<file path="config.mk">
export PLATFORM = sky130hd
export DESIGN_NAME = if_fetch
export DESIGN_NICKNAME = d
export VERILOG_FILES = /design/src/rtl/if_fetch_pkg.sv /design/src/rtl/if_skid_buf.sv /design/src/rtl/if_fetch.sv
export SDC_FILE = /design/constraint.sdc
export NUM_CORES = 1
export LEC_CHECK = 0
export CAP_MARGIN = 20
export CORE_MARGIN = 2
export CORE_UTILIZATION = 39
export DETAILED_ROUTE_END_ITERATION = 7
export SKIP_LAST_GASP = 1
export SYNTH_ARGS = -nofsm -noshare
export SYNTH_HDL_FRONTEND = slang
export SYNTH_SLANG_ARGS = --single-unit
</file>
<file path="constraint.sdc">
create_clock -name clk -period 2.1 [get_ports clk]
set_clock_uncertainty 0.1 [all_clocks]
set_input_delay 0.21 -clock clk [delete_from_list [all_inputs] [get_ports clk]]
set_output_delay 0.21 -clock clk [all_outputs]
set_load 0.05 [all_outputs]
</file>
<file path="src/rtl/if_fetch_pkg.sv">
// Shared definitions for the instruction-fetch stage.
package if_fetch_pkg;

  localparam int unsigned IF_DATA_W = 32;
  localparam logic [IF_DATA_W-1:0] IF_NOP_INST = 32'h0000_0000;

  // Fetch FSM state encodings.
  typedef enum logic [1:0] {
    IF_IDLE = 2'd0,
    IF_REQ  = 2'd1,
    IF_DROP = 2'd2,
    IF_FULL = 2'd3
  } if_state_e;

  // PC update selections driven by the pipeline controller.
  typedef enum logic [1:0] {
    PC_OP_NEXT  = 2'd0,
    PC_OP_PAUSE = 2'd1,
    PC_OP_JUMP  = 2'd2,
    PC_OP_RESET = 2'd3
  } pc_op_e;

endpackage

</file>
<file path="src/rtl/if_skid_buf.sv">
// One-entry holding register for a fetched (inst, pc+1) pair while ID is stalled.
module if_skid_buf
  import if_fetch_pkg::*;
#(
  parameter int unsigned DATA_W = IF_DATA_W
) (
  input  logic              clk,
  input  logic              rst,
  input  logic              load_i,
  input  logic              clear_i,
  input  logic [DATA_W-1:0] inst_i,
  input  logic [DATA_W-1:0] pc_plus_one_i,
  output logic [DATA_W-1:0] inst_o,
  output logic [DATA_W-1:0] pc_plus_one_o,
  output logic              valid_o
);

  logic [DATA_W-1:0] inst_q;
  logic [DATA_W-1:0] pc_plus_one_q;
  logic              valid_q;

  // Capture on load, empty on clear or reset.
  always_ff @(posedge clk) begin
    if (rst || clear_i) begin
      inst_q        <= '0;
      pc_plus_one_q <= '0;
      valid_q       <= 1'b0;
    end else if (load_i) begin
      inst_q        <= inst_i;
      pc_plus_one_q <= pc_plus_one_i;
      valid_q       <= 1'b1;
    end
  end

  assign inst_o        = inst_q;
  assign pc_plus_one_o = pc_plus_one_q;
  assign valid_o       = valid_q;

endmodule

</file>
<file path="src/rtl/if_fetch.sv">
// Instruction-fetch stage: memory req/ack handshake, IF/ID registers, stall and flush handling.
module if_fetch
  import if_fetch_pkg::*;
#(
  parameter int unsigned       DATA_W   = IF_DATA_W,
  parameter logic [DATA_W-1:0] NOP_INST = DATA_W'(IF_NOP_INST)
) (
  input  logic              clk,
  input  logic              rst,
  input  logic [DATA_W-1:0] pc_i,
  input  logic              flush_i,
  input  logic              id_stall_i,
  output logic              mem_req_o,
  output logic [DATA_W-1:0] mem_addr_o,
  input  logic              mem_ack_i,
  input  logic [DATA_W-1:0] mem_rdata_i,
  output logic              fetch_stall_o,
  output logic [DATA_W-1:0] inst_o,
  output logic [DATA_W-1:0] pc_plus_one_o,
  output logic              valid_o
);

  if_state_e         state_q;
  logic [DATA_W-1:0] addr_q;
  logic [DATA_W-1:0] inst_q;
  logic [DATA_W-1:0] pc_plus_one_q;
  logic              valid_q;
  logic [DATA_W-1:0] pc_plus_one_d;

  logic              buf_load;
  logic              buf_clear;
  logic [DATA_W-1:0] buf_inst;
  logic [DATA_W-1:0] buf_pc_plus_one;
  logic              buf_valid;

  assign pc_plus_one_d = pc_i + DATA_W'(1);

  if_skid_buf #(
    .DATA_W(DATA_W)
  ) u_skid (
    .clk          (clk),
    .rst          (rst),
    .load_i       (buf_load),
    .clear_i      (buf_clear),
    .inst_i       (mem_rdata_i),
    .pc_plus_one_i(pc_plus_one_d),
    .inst_o       (buf_inst),
    .pc_plus_one_o(buf_pc_plus_one),
    .valid_o      (buf_valid)
  );

  // Memory request, PC pause and skid-buffer control from current state and inputs.
  always_comb begin
    mem_req_o     = 1'b0;
    mem_addr_o    = pc_i;
    fetch_stall_o = 1'b1;
    buf_load      = 1'b0;
    buf_clear     = 1'b0;
    case (state_q)
      IF_REQ: begin
        mem_req_o = 1'b1;
        if (!flush_i && mem_ack_i) begin
          fetch_stall_o = 1'b0;
          buf_load      = id_stall_i;
        end
      end
      IF_DROP: begin
        // Keep presenting the abandoned address until memory answers it.
        mem_req_o  = 1'b1;
        mem_addr_o = addr_q;
      end
      IF_FULL: begin
        buf_clear = flush_i || !id_stall_i;
      end
      default: ;
    endcase
  end

  // Fetch FSM and IF/ID registers; priority is flush, then ID stall, then ack.
  always_ff @(posedge clk) begin
    if (rst) begin
      state_q       <= IF_IDLE;
      addr_q        <= '0;
      inst_q        <= NOP_INST;
      pc_plus_one_q <= '0;
      valid_q       <= 1'b0;
    end else begin
      case (state_q)
        IF_IDLE: begin
          state_q <= IF_REQ;
        end
        IF_REQ: begin
          addr_q <= pc_i;
          if (flush_i) begin
            valid_q <= 1'b0;
            inst_q  <= NOP_INST;
            if (!mem_ack_i) begin
              state_q <= IF_DROP;
            end
          end else if (id_stall_i) begin
            if (mem_ack_i) begin
              state_q <= IF_FULL;
            end
          end else if (mem_ack_i) begin
            inst_q        <= mem_rdata_i;
            pc_plus_one_q <= pc_plus_one_d;
            valid_q       <= 1'b1;
          end else begin
            valid_q <= 1'b0;
            inst_q  <= NOP_INST;
          end
        end
        IF_DROP: begin
          valid_q <= 1'b0;
          inst_q  <= NOP_INST;
          if (mem_ack_i) begin
            state_q <= IF_REQ;
          end
        end
        IF_FULL: begin
          if (flush_i) begin
            valid_q <= 1'b0;
            inst_q  <= NOP_INST;
            state_q <= IF_REQ;
          end else if (!id_stall_i) begin
            inst_q        <= buf_inst;
            pc_plus_one_q <= buf_pc_plus_one;
            valid_q       <= buf_valid;
            state_q       <= IF_REQ;
          end
        end
        default: begin
          state_q <= IF_IDLE;
        end
      endcase
    end
  end

  assign inst_o        = inst_q;
  assign pc_plus_one_o = pc_plus_one_q;
  assign valid_o       = valid_q;

endmodule

</file>
-- Word level (Yosys, flattened, before mapping)
Cells that the tools add are included.
- flip-flop bits (word level): 164
- bits of input ports: 69
- word-level logic and storage cells: 68
- add/subtract/negate cells: 1
- eq/ne operators: 14
- multiplexer cells: 33
- reduce and logical (&&, ||, !) cells: 12
- operators by type and width (cell ; number):
    2-to-1 mux 32 bit ; 11
    case mux 32 bit (3 select lines) ; 1
    case mux 32 bit (2 select lines) ; 1
    adder 32 x 1 -> 32 bit, second input constant ; 1
    inequality test 3 bit, second input constant ; 5
    2-to-1 mux 2 bit ; 7
    inequality test 2 bit, second input constant ; 6
    2-to-1 mux 1 bit ; 11
    case mux 2 bit (4 select lines) ; 1
    AND reduction 6 bit ; 1
    AND reduction 5 bit ; 1
    equality test 2 bit, second input constant ; 2
    case mux 1 bit (3 select lines) ; 1
    AND reduction 3 bit ; 1
    nonzero test 3 bit ; 1
    equality test 2 x 1 -> 1 bit, second input constant ; 1
    zero test 1 bit ; 2
    zero test 2 bit ; 1
    logical OR 1 bit ; 2
    nonzero test 2 bit ; 1
    OR reduction 2 bit ; 1
    logical AND 1 bit ; 1

-- Depth between registers and ports, before layout
- depth in word-level cells: 5
- gate-level depth with buffers: 8
- mapped depth without buffers: 7

-- Cells and area by module
Synthesis repeated with hierarchy kept, for this count alone.
- cells, all modules: 876
- area, all modules: 7890.1 µm²
- modules (own cells, without submodules) (module ; instances ; cells an instance ; area each (µm²) ; seq. area each (µm²)):
    if_fetch ; 1 ; 666 ; 5550.3 ; 1981.9
    if_skid_buf ; 1 ; 210 ; 2339.7 ; 1301.2

-- Worst setup path before layout
Ideal clock, no wire load.
- path type: reg2out
- start: register state_q[0]
- end: output port mem_addr_o[10]
- arrival time: 2177 ps
- data required time: 1790 ps
- setup slack: -387 ps
- cell stages (with the launch flop): 6
- cells stage by stage: dfxtp_1 -> inv_1 -> ha_1 -> clkbuf_1 -> clkbuf_1 -> o21ai_0
- word-level cells in the longest chain between the ends: 2
- ends and longest elaborated chain (what ; RTL line ; RTL):
    start, declared ; if_fetch.sv:23 ; if_state_e state_q;
    start signal, assigned ; if_fetch.sv:82 ; state_q <= IF_IDLE;
    start signal, assigned ; if_fetch.sv:90 ; state_q <= IF_REQ;
    start signal, assigned ; if_fetch.sv:98 ; state_q <= IF_DROP;
    equality test 2 bit ; if_fetch.sv:59 ; case (state_q)
    2-to-1 mux 32 bit ; if_fetch.sv:59 ;
    end, declared ; if_fetch.sv:14 ; output logic [DATA_W-1:0] mem_addr_o,
No other way between the ends.

-- Final worst setup path
- start: register state_q[0]
- end: output port mem_addr_o[1]
The elaborated chain is that of the path after synthesis.

==> impl_metrics.csv <==
group,metric,value,unit
grt,grt_max_degree,79,
critical_path,crit_slowest_cell,"dfxtp_4",
die,dieHeight,141,µm
worst_hold_path,hold_path_class,"primary input to flop",
critical_path,max_stage_delay,0.36,ns
placement,hpwl,14.3,mm
critical_path,r2r_slack,0.11,ns
die,ios,168,
critical_path,reg2reg_to,"inst_o[18]$_SDFFE_PP0P_",
clock_network,cts_hold_buf,0,
timing,worst_slew_margin_rel,54.9,%
detailed_routing,first_iter_violations,344,
critical_path,path_cells,"inv_4 -> ha_4 -> buf_12 -> buf_16 -> mux2_4 -> buf_8",
timing,fmax,470,MHz
final_layout,fin_util,58.5,%
timing,period_needed,2.13,ns
grt,met1_usage,31.3,%
power_and_ir_drop,p_leak,4.09,nW
critical_path,cp.arrival,1.82,ns
final_layout,area_delta_synth_final,48.1,%
grt,grt_pass1_wl,35.4,mm
detailed_routing,vias,6796,
timing,final-setup-viol-count,25,
clock_network,cts-root-buf,"clkbuf_16",
flow_run,cap_viol_max_count,0,
die,die_w,141,µm
timing,rsz0062_at_grt,"true",
critical_path,crit_fanout,5,
yosys,ys.flop_type,"dfxtp_1",
timing,setup_ws,-0.0255,ns
yosys,synthTopCellsByCount,"164 x dfxtp_1, 104 x nor2_1, 93 x nand2_1",
yosys,synth_most_common_cell,"dfxtp_1",
yosys,synth_enable_flop_cells,0,
yosys,synth_top_cell_by_area,"dfxtp_1",
placement,place_area,9700,µm²
detailed_routing,routed_wirelength,22.1,mm
yosys,async_flop_share,0,%
yosys,ys_types,50,
yosys,synth_nets,920,
final_layout,stdcell_count,1290,
placement,io_buffers,167,
timing,timing.final.crit_share,101,%
detailed_routing,wl_per_cell,17.2,µm
grt,use_met3,5.47,%
placement,gp_congestion,0.806,
grt,overflow,0,
yosys,synth_area_leaders,"dfxtp_1 45%, nor2_1 5.3%, mux2i_1 5.2%",
clock_network,cts_tree,"built",
detailed_routing,vias_per_cell,5.27,
final_layout,antenna_cells,0,
grt,grt_usage,22.2,%
final_layout,layout.nets,1116,
final_layout,drive_gt1_share,20.3,%
clock_network,clkTransAtPathRegs,0.07,ns
placement,dp_cells,1248,
outcome,status,"complete, but fails checks",
worst_hold_path,worstHoldEndpoint,"addr_q[22]$_SDFFE_PP0P_",
power_and_ir_drop,p_per_area,849,nW/µm²
detailed_routing,ant_nets,0,
final_layout,final_area,10900,µm²
timing,finalMaxSlewViolations,0,
detailed_routing,firstDrtPassIters,5,
yosys,yosysTopAreaCellShare,44.8,%
clock_network,cts_buffer_depth,2,
die,dieArea,19900,µm²
critical_path,crit_path_end_kind,"primary output",
clock_network,clk_latency,0.42,ns
critical_path,reg2reg_from,"state_q[0]$_SDFFE_PP0P_",
power_and_ir_drop,peakVddDrop,621,µV
yosys,synth_area,7330,µm²
clock_network,clkSinkCount,164,
timing,timing_worst_slew_pin_value,0.669,ns
yosys,synth-seq-cells,164,
worst_hold_path,hp-start,"rst",
critical_path,rr_worst_depth,8,
worst_hold_path,hold_depth,2,
grt,grt_pass1_vias,6439,
grt,grt-busiest-layer,"met2",
timing,hold_violations,0,
yosys,yosysSeqAreaShare,44.8,%
grt,antenna_found_initial,0,
critical_path,crit_type,"flop to primary output",
critical_path,startpoint_type,"flop",
outcome,violations,"setup timing",
yosys,yosysWarnings,0,
yosys,syn_avg_cell_area,8.66,µm²
die,start_util,39.5,%
yosys,synth_cells,847,
critical_path,critPathRequiredTime,1.79,ns
die,row_count,50,
clock_network,cts_made_buffers,17,
grt,use_met2,34.7,%
detailed_routing,drc,0,
clock_network,h-tree-depth,4,
die,core,18600,µm²
-- sequential cells by signal, summed over array words and instances (netlist names) --
name / count
addr_q: 32
inst_o: 32
pc_plus_one_o: 32
state_q: 2
u_skid.inst_o: 32
u_skid.pc_plus_one_o: 32
u_skid.valid_o: 1
valid_o: 1
-- cell type report --
cell class              instances  area (µm²)
clock buffers                  17         425
clock inverters                15         181
fillers                      1643        7720
inverters                      12        47.5
multi-input cells             603        3920
flip-flops and latches        164        3290
well taps                     234         293
repair buffers                245        2710
-- layer usage --
layer | wire (µm) | part of all wire, % | vias up
li1 | - | - | 3412
met1 | 10700 | 48 | 3206
met2 | 10100 | 46 | 168
met3 | 1190 | 5.4 | 10
met4 | 193 | 0.87 | 0
met5 | 0 | 0 | -
-- where the power goes --
group | switching, W | total [W] | internal, W
registers | 0.000115 | 0.00344 | 0.00333
logic | 0.00147 | 0.00254 | 0.00106
clock network | 0.00143 | 0.00325 | 0.00181
total | 0.00302 | 0.00923 | 0.00621
-- worst max-delay path by stage --
stage | start | end | slack (ns) | cells past startpoint
after floorplan | state_q[0]$_SDFFE_PP0P_ | mem_addr_o[10] | 0.001 | 5
after global placement | pc_i[2] | pc_plus_one_o[29]$_SDFFE_PP0P_ | -0.1 | 6
after detailed placement | pc_i[2] | pc_plus_one_o[29]$_SDFFE_PP0P_ | -0.13 | 6
after CTS | state_q[0]$_SDFFE_PP0P_ | mem_addr_o[26] | -0.06 | 6
after global routing | state_q[0]$_SDFFE_PP0P_ | mem_addr_o[29] | -0.08 | 6
final | state_q[0]$_SDFFE_PP0P_ | mem_addr_o[1] | -0.03 | 6
-- logic make-up after synthesis --
logic type,share of synthesized area (%)
AND/OR/NAND/NOR,18.3
AO/OA/AOI/OAI,18.8
flip-flops,44.8
adder cells (fa/ha/maj),0.682
buffers and inverters,4.40
XOR/XNOR,3.34
multiplexers,9.69
-- layout by cell type, fill, tap and decap left out, types with 24 or more instances in the layout --
master	n
mux2i_1	37
o21ai_0	36
a21oi_1	73
nand2_1	92
buf_4	61
clkdlybuf4s50_1	132
mux2_4	24
a211oi_1	42
a22oi_1	33
nor2_1	102
buf_8	24
dfxtp_1	162
-- critical path: cells and delay by family (launching register included) --
kind,cells,cell delay (ns)
buffers and inverters,4,0.48
DFF,1,0.36
adders and majority gates,1,0.23
muxes,1,0.31
-- what timing repair did --
| item | CTS | global route |
|---|---|---|
| pin swaps | 0 | 1 |
| setup endpoints to repair | 32 | 62 |
| gates resized for setup | 80 | 14 |
| cloned | 5 | 0 |
| setup buffers | 5 | 1 |
-- through the flow --
stage	setup TNS, ns	power, W	worst slack [ns]	hold WS [ns]
5_1_grt	-1.94	0.00958	-0.0842	0.0273
2_1_floorplan	0	0.00492	0.00117	0.246
4_1_cts	-1.29	0.00927	-0.0611	0.0214
3_5_place_dp	-1.07	0.00578	-0.129	0.347
6_report	-0.400	0.00923	-0.0255	0.0423
3_3_place_gp	-0.526	0.00577	-0.0983	0.341
Note: power is estimated with default switching activity, not from simulation.
==> patch 1: new RTL, same flow settings <==
The package constant `IF_DATA_W` goes from 32 to 48.
--- a/src/rtl/if_fetch_pkg.sv
+++ b/src/rtl/if_fetch_pkg.sv
@@ -3,3 +3,3 @@
 
-  localparam int unsigned IF_DATA_W = 32;
+  localparam int unsigned IF_DATA_W = 48;
   localparam logic [IF_DATA_W-1:0] IF_NOP_INST = 32'h0000_0000;
Interface: changed (5 resized); port bits go from 168 to 248. No check against the original RTL was run, so the function may have changed too.
==> patch 1 against the unedited design <==
- the run still ends with negative setup slack left
- sequential cell count rose by 80
- setup slack got worse by 0.22 ns
- first-iteration DRC count rose by 140%
- final area rose by 53%
- total power rose by 49%
- area after synthesis rose by 50%
- sequential power rose by 49%
- count of clock-buffer cells in the layout rose by 26
- wire length rose by 61%
- global-route usage rose by 0.82 points
- critical path type unchanged
- critical endpoint is now mem_addr_o[41]
- largest power group unchanged
- highest routed layer unchanged
==> patch 1: results <==
<?xml version="1.0" encoding="UTF-8"?>
<metrics>
  <group name="outcome">
    <metric name="status" unit="">complete, but fails checks</metric>
    <metric name="violations_in_the_final_reports" unit="">negative setup slack</metric>
  </group>
  <group name="worst_setup_path">
    <metric name="critical_path.reg2reg.startpoint" unit="">state_q[1]</metric>
    <metric name="path_max_fanout" unit="">7</metric>
    <metric name="critical_path_destination" unit="">mem_addr_o[41]</metric>
    <metric name="regToRegSetupSlack" unit="ns">0.05</metric>
  </group>
  <group name="power_and_ir_drop">
    <metric name="internal-power" unit="mW">9.450</metric>
    <metric name="power.ir.vdd_worst" unit="uV">627.6</metric>
  </group>
  <group name="cells_and_area">
    <metric name="final_layout_size_suffix_gt1_share" unit="%">21.22</metric>
    <metric name="fin_nets" unit="">1721</metric>
  </group>
  <group name="detailed_routing">
    <metric name="detailedRoute.firstIterationViolations" unit="">814</metric>
    <metric name="drtPass1Iterations" unit="">6</metric>
    <metric name="per_cell_via_count_in_the_routed_design" unit="">5.251</metric>
  </group>
  <group name="clock_tree">
    <metric name="cts_setup_buffers" unit="">13</metric>
    <metric name="post_cts_resize_count" unit="">123</metric>
    <metric name="cts.hold.buffers_added" unit="">1</metric>
    <metric name="number_of_clock_buffers_inserted_by_tritoncts" unit="">28</metric>
    <metric name="clock_latency" unit="ns">0.54</metric>
    <metric name="h-tree-depth" unit="">1</metric>
    <metric name="ctsLongestPathBuffers" unit="">3</metric>
  </group>
  <group name="sta">
    <metric name="max_slew.worst_pin.slew" unit="ns">0.5693</metric>
    <metric name="final.setup.worst_slack" unit="ns">-0.2499</metric>
    <metric name="setup_violations" unit="">48</metric>
  </group>
  <group name="placed_design">
    <metric name="dp.cells" unit="">1944</metric>
    <metric name="dp_slack" unit="ns">-0.3784</metric>
  </group>
  <group name="global_route">
    <metric name="grt_start_max_net_pins" unit="">81</metric>
    <metric name="global_route.usage.total" unit="%">23.06</metric>
    <metric name="grt_pass1_wl" unit="microns">54590</metric>
  </group>
  <group name="synth">
    <metric name="synthTopCellsByCount" unit="">dfxtp_1, nand2_1, nor2_1</metric>
    <metric name="synth.top_cells.by_area" unit="">dfxtp_1, nand2_1, nor2_1, mux2i_1, mux2_2</metric>
    <metric name="syn_nets" unit="">1407</metric>
  </group>
</metrics>
## patch 1: cell types whose count changed in the layout (fill, tap and decap cells not counted), moves of 48 or more
| cell | unedited run | this run |
|---|---|---|
| nand2_1 | 92 | 190 |
| a221oi_1 | 0 | 48 |
| nor3_1 | 13 | 62 |
| buf_4 | 61 | 115 |
| nor2_1 | 102 | 164 |
| clkdlybuf4s50_1 | 132 | 184 |
| dfxtp_1 | 162 | 242 |
## patch 1: kinds of logic (layout without fill, tap and decap cells)
logic type | count (synthesis) | in the layout | synth area share, %
flops | 244 | 244 | 44.25
simple gates | 533 | 533 | 22.89
compound gates | 248 | 248 | 14.36
xor+xnor | 44 | 44 | 3.491
buf+inv | 126 | 459 | 4.682
fa+ha+maj | 4 | 4 | 0.4534
mux | 103 | 103 | 9.873
## patch 1: metal layers
| layer | wire length (microns) | share of wire, % | global-route usage, % | vias up |
|---|---|---|---|---|
| li1 | - | - | - | 5195 |
| met1 | 16370 | 46 | 32.23 | 4966 |
| met2 | 15830 | 44 | 36.13 | 360 |
| met3 | 2757 | 7.7 | 5.264 | 49 |
| met4 | 763 | 2.1 | 5.480 | 0 |
| met5 | 0 | 0 | 0 | - |
## patch 1: power by group through the flow
stage	Sequential, mW	Clock (mW)	Combinational [mW]
detailed placement	5.21	0	3.48
global route	5.14	5.02	4.18
floorplan	5.75	0	1.56
finish	5.11	4.74	3.93
CTS	5.11	4.84	3.85
global placement	5.20	0	3.46
## patch 1: cell type report
| class | count | area (sq um) |
|---|---|---|
| fillers | 2483 | 11280 |
| multi-input cells | 932 | 5943 |
| flip-flops and latches | 244 | 4890 |
| repair buffers | 396 | 4312 |
| clock buffers | 43 | 868.3 |
| well taps | 378 | 473.0 |
| inverters | 14 | 55.05 |
| clock inverters | 6 | 32.53 |
## patch 1: worst min path at each step
stage	endpoint	slack, ns	cells past startpoint
2_1_floorplan	u_skid.inst_o[0]	0.25	2
3_3_place_gp	u_skid.pc_plus_one_o[19]	0.34	2
6_report	u_skid.inst_o[47]	0.15	3
4_1_cts	u_skid.inst_o[47]	0.13	3
3_5_place_dp	u_skid.pc_plus_one_o[19]	0.34	2
5_1_grt	u_skid.inst_o[24]	0.16	3
## patch 1: through the flow
stage / hold WS (ns) / util [%] / area [sq um]
after floorplan: 0.2460 / - / 11040
after global routing: 0.1636 / 59.49 / 16570
final: 0.1495 / 59.49 / 16570
after CTS: 0.1313 / 58.73 / 16360
after detailed placement: 0.3424 / 52.90 / 14740
after global placement: 0.3365 / 52.90 / 14740
## patch 1: critical path, stage by stage, from the launching register on
cell	delay [ns]
dfxtp_4	0.34
buf_6	0.11
inv_4	0.05
ha_4	0.21
buf_6	0.15
clkbuf_16	0.16
mux2_4	0.32
buf_8	0.15
==> patch 2: new RTL, config.mk and constraints unchanged <==
Made on the original files. Make the reset (`rst`) asynchronous in one clocked block.
--- a/src/rtl/if_fetch.sv
+++ b/src/rtl/if_fetch.sv
@@ -79,3 +79,3 @@
   // Fetch FSM and IF/ID registers; priority is flush, then ID stall, then ack.
-  always_ff @(posedge clk) begin
+  always_ff @(posedge clk or posedge rst) begin
     if (rst) begin
Behaviour: differs if rst is asserted again (counterexample within 4 cycles, from zero or initial values and one cycle with rst high); with rst held inactive, the same outputs for 4 cycles.
==> patch 2 against the unedited design <==
- the flow still finishes with violations (negative setup slack)
- sequential share of layout area rose by 3.4 points
- wire length fell by 2.5%
- critical path depth did not move
- count of clock-buffer cells in the layout rose by 1
- final area rose by 3.1%
- area after synthesis rose by 3.7%
- fmax fell by 2.4%
- final cell count fell by 0.39%
- non-clock buffer count rose by 10
- first-iteration DRC count rose by 51%
- sequential cell count did not move
- setup slack got worse by 0.053 ns
- largest cell class is now flip-flops and latches
- highest routed layer unchanged
Power is not compared: it rests on default switching activity, and its combinational part moved more than twofold at a synthesized area within 25%.
==> patch 2: results <==
<?xml version="1.0" encoding="UTF-8"?>
<metrics>
  <group name="sta">
    <metric name="tns" unit="ns">-1.527</metric>
    <metric name="max_slew.worst_pin.slew" unit="ns">0.5905</metric>
    <metric name="final.setup.worst_slack" unit="ns">-0.07832</metric>
    <metric name="setup_violations" unit="">32</metric>
    <metric name="hold_slack" unit="ns">0.2430</metric>
  </group>
  <group name="global_route">
    <metric name="grtUsageMet2" unit="%">29.62</metric>
    <metric name="global_route.usage.total" unit="%">20.68</metric>
    <metric name="grt_pass1_wl" unit="microns">33350</metric>
    <metric name="globalRouteMet3Util" unit="%">3.765</metric>
    <metric name="grt_pass1_vias" unit="">6124</metric>
    <metric name="grt_start_max_net_pins" unit="">100</metric>
    <metric name="groute.layer.met1.usage" unit="%">32.07</metric>
  </group>
  <group name="placed_design">
    <metric name="hpwlAfterDp" unit="microns">14410</metric>
    <metric name="routabilityCongestion" unit="">0.8049</metric>
    <metric name="dp.cells" unit="">1242</metric>
    <metric name="dp_slack" unit="ns">-0.2011</metric>
    <metric name="postPlaceCellArea" unit="sq um">10060</metric>
  </group>
  <group name="detailed_routing">
    <metric name="wirelength_met1" unit="microns">10770</metric>
    <metric name="dr_wl_met2" unit="microns">9570</metric>
    <metric name="per_cell_via_count_in_the_routed_design" unit="">5.040</metric>
    <metric name="totalWireLength" unit="microns">21580</metric>
    <metric name="detailedRoute.firstIterationViolations" unit="">518</metric>
    <metric name="drtPass1Iterations" unit="">4</metric>
    <metric name="met3RoutedLength" unit="microns">1012</metric>
  </group>
  <group name="floorplan">
    <metric name="full_die_area" unit="sq um">20630</metric>
  </group>
  <group name="cells_and_area">
    <metric name="final_layout_size_suffix_gt1_share" unit="%">24.90</metric>
    <metric name="finish.utilization" unit="%">58.14</metric>
    <metric name="fin_nets" unit="">1080</metric>
    <metric name="final-instance-count-excl-fill" unit="">1285</metric>
    <metric name="filler_cell_count" unit="">1723</metric>
  </group>
  <group name="synth">
    <metric name="synth-async-reset-ratio" unit="%">60.37</metric>
    <metric name="syn_nets" unit="">867</metric>
    <metric name="post_synth.cell_area_avg" unit="sq um">9.576</metric>
    <metric name="synth.top_cells.by_area" unit="">dfrtp_1, dfxtp_1, mux2_2, nand2_1, o21ai_0</metric>
    <metric name="synth_seq_area_share" unit="%">49.70</metric>
    <metric name="synthTopCellsByCount" unit="">nand2_1, dfrtp_1, o21ai_0</metric>
  </group>
  <group name="outcome">
    <metric name="violations_in_the_final_reports" unit="">negative setup slack</metric>
    <metric name="status" unit="">complete, but fails checks</metric>
  </group>
  <group name="worst_setup_path">
    <metric name="timing.critical_path.slowest_stage_cell" unit="">dfrtp_1</metric>
    <metric name="worst_ep_arrival_time" unit="ns">1.87</metric>
    <metric name="critical_path.top_delay_family" unit="">buffers and inverters</metric>
    <metric name="timing.critical_path.from" unit="">state_q[1]</metric>
    <metric name="path_max_fanout" unit="">7</metric>
    <metric name="cpPeakStageDelay" unit="ns">0.40</metric>
  </group>
  <group name="min_path">
    <metric name="min-delay-path-class" unit="">input pin to async pin</metric>
  </group>
</metrics>
## patch 2: cell types whose count changed after synthesis, sizes merged, moves of 35 or more
cell	unedited run	this run
nand2	94	137
a211oi	44	9
nor2	105	27
dfrtp	0	99
o21ai	41	82
dfxtp	164	65
## patch 2: tightest hold or removal path: stages
cell and delay, ns:
clkdlybuf4s50_1 0.46, clkinvlp_4 0.12, buf_12 0.43
## patch 2: power by group
| part | total (mW) | internal [mW] | switching (mW) |
|---|---|---|---|
| Sequential | 4.46 | 3.98 | 0.489 |
| Combinational | 6.92 | 2.82 | 4.10 |
| Clock | 3.15 | 1.72 | 1.42 |
| Total | 14.5 | 8.52 | 6.01 |
## patch 2: logic make-up (layout without fill, tap and decap cells)
kind of cell             after synthesis  in the layout  synth area share (%)
AO/OA/AOI/OAI                        206            206                 15.39
XOR/XNOR                              28             28                 3.225
adder cells (fa/ha/maj)                4              4                0.6582
buffers and inverters                 69            295                 3.966
flip-flops                           164            164                 49.70
multiplexers                          73             73                 10.65
AND/OR/NAND/NOR                      250            250                 16.42
## patch 2: layout make-up
type,instances,share of cell area (%)
clock buffer,18,3.920
clock inverter,14,1.396
inverter,8,0.3015
multi-input combinational,561,33.24
sequential,164,33.73
tap,265,2.960
timing repair buffer,255,24.46
## patch 2: path summary, 6_finish.rpt
kind                       depth (start not counted)                 endpoint
min in group clk                                   3         u_skid.inst_o[9]
min                                                3        pc_plus_one_o[10]
max                                                6           mem_addr_o[11]
min reg2reg                                        2  u_skid.pc_plus_one_o[5]
max reg2reg                                        8        pc_plus_one_o[26]
max in group asynchronous                          3        pc_plus_one_o[11]
## patch 2: timing repair
item | CTS | global route
cloned | 2 | 3
pin swaps | 1 | 1
buffers inserted | 5 | 1
setup endpoints to repair | 32 | 66
resized for setup | 30 | 69
